===== config.mk =====
export PLATFORM = sky130hd
export DESIGN_NAME = fir_sample_pacer
export DESIGN_NICKNAME = d
export VERILOG_FILES = /design/src/rtl/fir_sample_pacer.sv
export SDC_FILE = /design/constraint.sdc
export NUM_CORES = 1
export LEC_CHECK = 0
export ABC_CLOCK_PERIOD_IN_PS = 2300
export CORE_AREA = 2 2 103 95
export CTS_CLUSTER_SIZE = 28
export DETAILED_ROUTE_END_ITERATION = 8
export DIE_AREA = 0 0 105 97
export HOLD_SLACK_MARGIN = 0.06
export PLACE_DENSITY = 0.6
export SLEW_MARGIN = 20
export SYNTH_ARGS = -nofsm -noshare
export SYNTH_HDL_FRONTEND = slang
export SYNTH_SLANG_ARGS = --single-unit

===== constraint.sdc =====
create_clock -name clk -period 2.3 [get_ports clk]
set_input_delay 0.46 -clock clk [delete_from_list [all_inputs] [get_ports clk]]
set_output_delay 0.46 -clock clk [all_outputs]
set_load 0.03 [all_outputs]

===== src/rtl/fir_sample_pacer.sv =====
// Sample pacer for the resource-shared FIR: buffers incoming samples in a
// circular FIFO and issues exactly one held sample per SAMPLE_PERIOD clocks.
module fir_sample_pacer #(
  parameter int WIDTH         = 8,
  parameter int DEPTH         = 8,
  parameter int SAMPLE_PERIOD = 8
) (
  input  logic                     clk,
  input  logic                     reset,
  input  logic                     run,
  input  logic [WIDTH-1:0]         in_data,
  input  logic                     in_valid,
  output logic                     in_ready,
  output logic [WIDTH-1:0]         x,
  output logic                     x_strobe,
  output logic                     underrun,
  input  logic                     clr_underrun,
  output logic [$clog2(DEPTH):0]   level
);

  localparam int AW = $clog2(DEPTH);
  localparam int PW = $clog2(SAMPLE_PERIOD);
  localparam logic [AW:0]   FULL = (AW+1)'(DEPTH);
  localparam logic [PW-1:0] LAST = PW'(SAMPLE_PERIOD - 1);

  logic [WIDTH-1:0] mem [DEPTH];

  logic [AW-1:0]    wr_ptr_q, wr_ptr_d;
  logic [AW-1:0]    rd_ptr_q, rd_ptr_d;
  logic [AW:0]      count_q, count_d;
  logic [PW-1:0]    phase_q, phase_d;
  logic [WIDTH-1:0] x_q, x_d;
  logic             strobe_q, strobe_d;
  logic             underrun_q, underrun_d;

  logic wr_en, issue, pop;

  // No pass-through when full: readiness depends only on the registered count.
  assign in_ready = reset & (count_q != FULL);
  assign wr_en    = in_valid & in_ready;
  assign issue    = run & (phase_q == LAST);
  assign pop      = issue & (count_q != '0);

  always_comb begin
    wr_ptr_d   = wr_ptr_q;
    rd_ptr_d   = rd_ptr_q;
    count_d    = count_q;
    phase_d    = phase_q;
    x_d        = x_q;
    strobe_d   = issue;
    underrun_d = underrun_q;

    if (wr_en) wr_ptr_d = wr_ptr_q + 1'b1;
    if (pop)   rd_ptr_d = rd_ptr_q + 1'b1;

    case ({wr_en, pop})
      2'b10:   count_d = count_q + 1'b1;
      2'b01:   count_d = count_q - 1'b1;
      default: count_d = count_q;
    endcase

    if (!run)                phase_d = '0;
    else if (phase_q == LAST) phase_d = '0;
    else                     phase_d = phase_q + 1'b1;

    if (issue) x_d = pop ? mem[rd_ptr_q] : '0;

    // Set has priority over a coincident clear.
    if (clr_underrun)  underrun_d = 1'b0;
    if (issue && !pop) underrun_d = 1'b1;
  end

  always_ff @(posedge clk) begin
    if (wr_en) mem[wr_ptr_q] <= in_data;
  end

  always_ff @(posedge clk or negedge reset) begin
    if (!reset) begin
      wr_ptr_q   <= '0;
      rd_ptr_q   <= '0;
      count_q    <= '0;
      phase_q    <= '0;
      x_q        <= '0;
      strobe_q   <= 1'b0;
      underrun_q <= 1'b0;
    end else begin
      wr_ptr_q   <= wr_ptr_d;
      rd_ptr_q   <= rd_ptr_d;
      count_q    <= count_d;
      phase_q    <= phase_d;
      x_q        <= x_d;
      strobe_q   <= strobe_d;
      underrun_q <= underrun_d;
    end
  end

  assign x        = x_q;
  assign x_strobe = strobe_q;
  assign underrun = underrun_q;
  assign level    = count_q;

endmodule

==> results of run 1 <==
cells by family (layout without fill, tap and decap cells):
family          Yosys count  after routing  synth area share
simple gates             62             62           0.09792
flops                    87             87            0.7055
xor+xnor                  9              9           0.02227
mux                      13             13           0.06822
buf+inv                  12             72           0.01909
compound gates           28             28           0.06222
fa+ha+maj                 7              7           0.02474
worst reg2reg max path, delay by kind of cell (launching register included):
family / cells / cell delay [ns]
AO/OA/AOI/OAI: 1 / 0.14
XOR/XNOR: 1 / 0.17
adder cells (fa/ha/maj): 1 / 0.27
buffers and inverters: 1 / 0.04
flip-flops: 1 / 0.41
AND/OR/NAND/NOR: 3 / 1.06
cells in the final DEF (no fill, tap or decap), types with 3 or more instances in the layout:
cell type	count
nand2_1	16
nor2_1	4
clkbuf_8	9
nor3_1	5
bufinv_16	3
ha_1	6
a211oi_1	7
buf_4	25
dfrtp_1	20
dfrtp_2	3
inv_6	3
o41ai_1	7
xor2_1	6
edfxtp_1	64
clkdlybuf4s50_1	26
a2111oi_0	7
nor2b_1	23
xnor2_1	3
mux4_2	7
and2_1	3
nand2b_1	3
report_power, final:
part	total, mW	switching, mW	internal (mW)
sequential	1.97	0.101	1.87
clock	1.28	0.547	0.735
combinational	0.819	0.443	0.377
per-stage QoR:
stage / cell area, µm² / setup TNS (ns) / std cells
floorplan: 3552 / -0.1089 / 218
global placement: 4123 / -0.1426 / 384
detailed placement: 4123 / -0.2499 / 384
CTS: 4372 / 0 / 400
global route: 4383 / -0.02736 / 400
finish: 4383 / 0 / 400
repair_timing:
| action | 4_1_cts | 5_1_grt |
|---|---|---|
| endpoints found under the hold margin | 0 | 0 |
| resized for setup | 0 | 2 |
| setup endpoints to repair | 0 | 2 |
final cells by class:
class                      instances  share of cell area
multi-input combinational        119              0.2269
inverter                           4            0.003997
clock buffer                       9             0.02826
sequential                        87              0.5707
timing repair buffer              52              0.1068
tap                              122             0.03483
clock inverter                     7             0.02855
sequential cells by signal, summed over array words and instances, names as in the netlist:
name,count
underrun,1
x_strobe,1
level,4
x,8
rd_ptr_q,3
mem,64
phase_q,3
wr_ptr_q,3
worst paths after layout:
| check | from | to | slack, ns |
|---|---|---|---|
| max in group asynchronous | reset | level[1]$_DFFE_PN0P_ | 1.50 |
| worst max-delay path | level[2]$_DFFE_PN0P_ | level[3]$_DFFE_PN0P_ | 0.13 |
| worst min register to register | phase_q[0]$_DFF_PN0_ | phase_q[0]$_DFF_PN0_ | 0.45 |
| worst max register to register | level[2]$_DFFE_PN0P_ | level[3]$_DFFE_PN0P_ | 0.13 |
| worst min-delay path | phase_q[0]$_DFF_PN0_ | phase_q[0]$_DFF_PN0_ | 0.45 |
| min in group asynchronous | reset | level[0]$_DFFE_PN0P_ | 0.53 |
layer usage:
layer  up-vias  track usage
li1        947            -
met1       996       0.1867
met2        38       0.2388
met3         8      0.04515
met4         0      0.04308
met5         -            0
==> results.toml, run 1 <==
[run_status]
status = "complete, no violations"

[detailed_routing]
m1WireLength_um = 2951
ant_nets = 0
wl_um = 6680
drt_first_pass_iters = 4
wl_met3_um = 344
avgViaCountPerCell = 4.973
route.met2.wl_um = 3315
highest_layer = "met4"
drc = 0
drtIter0Drc = 91
wl_per_cell_um = 16.70
vias = 1989

[sta]
fin_crit_sh = 0.9446
tightest_slew_ns = 0.5879
slew_headroom = 0.6081
setup_violations = 0
clock_skew_ns = 0.01221
fmax_ghz = 0.4603
hold_viol_final = 0
slew_violations = 0
hold_slack_ns = 0.4457
fin_crit_ns = 2.172
fin_ws_ns = 0.1275

[clocking]
clkSlewWorstSetupHoldPaths_ns = 0.09
post_cts_buffers = 0
holdBufCountCts = 0
clk_latency_ns = 0.35
cts_tree = "yes"
cts_max_path_buffers = 2
cts_root_buffer = "clkbuf_8"
cts-htree-levels = 3
cts.sinks = 87
cts_made_buffers = 9

[floorplanning]
chipWidth_um = 105
rows = 33
initial_core_util = 0.3932
die-height_um = 97
die-area_mm2 = 0.01019
core_area_mm2 = 0.009001
io_pins = 28

[yosys]
synth.distinct_cells = 40
synth-seq-cells = 87
synth_top_area_cell = "edfxtp_1"
synth-seq-area-share = 0.7055
netlist_area_mm2 = 0.003540
synthTopCellsByCount = "edfxtp_1, dfrtp_1, nor2b_1"
yosys_warnings = 0
synth_edf_count = 64
synth_nets = 238
synthesis.instances = 218
synth_flop_cell = "edfxtp_1"
synthTopCellsByArea = "edfxtp_1, dfrtp_1, mux4_2"
netlist.area_leader.share = 0.5429
avgSynthCellArea_um2 = 16.24
synthArstFlopShare = 0.2644
synth_most_common_cell = "edfxtp_1"

[setup_path]
cp-start-kind = "flip-flop"
reg2reg_depth = 7
slowest_stage = "or4_4"
path_delay_family = "simple AND/OR/NAND/NOR gates"
critPathBufInv = 1
slowest_delay_ns = 0.55
crit_type = "flip-flop to flip-flop"
path_cells = "or4_4, nand2_4, inv_4, ha_1, or3_2, o32ai_2, xor2_1"
crit_cells = 7
path_max_fanout = 3
worst-endpoint-arrival_ns = 2.44
crit_required_ns = 2.57
endpoint_kind = "flip-flop"

[power_and_ir_drop]
power_density_mw_per_mm2 = 928.0
peakVddDrop_mv = 0.4298
power_mw = 4.067
p_leak_nw = 1.575

[layout]
diodes = 0
drive_above_1_share = 0.2338
area_growth_pct = 23.82
seqCellArea_mm2 = 0.002501
fin_util = 0.4869
fillerInstances = 817
multi_input_area_um2 = 994.7
nets = 293

[worst_hold_path]
hold_depth = 1
hold_class = "flip-flop to flip-flop"

[place]
dp_hpwl_um = 4227
port_buffers = 27
preCtsSetupSlack_ns = -0.1313
place.gp.congestion = 0.7479

[grt]
track_usage = 0.1457
grt_pass1_wl_um = 11020
antenna_found_initial = 0
grt_max_degree = 41
gr-total-overflow = 0
grt_pass1_vias = 2033

[job]
drv_cap = 0
No activity file was read; power rests on OpenSTA's default activity.
==> inputs of run 2 (changes only) <==
- SLEW_MARGIN: 20 -> not set
==> results of run 2 <==
The final DEF is identical to that of run 1; final timing and power are the same.
==> inputs of run 3 (changes only) <==
- CAP_MARGIN: not set -> 20
- HOLD_SLACK_MARGIN: 0.06 -> 0.15
==> results of run 3 <==
The final DEF is identical to that of run 1; final timing and power are the same.
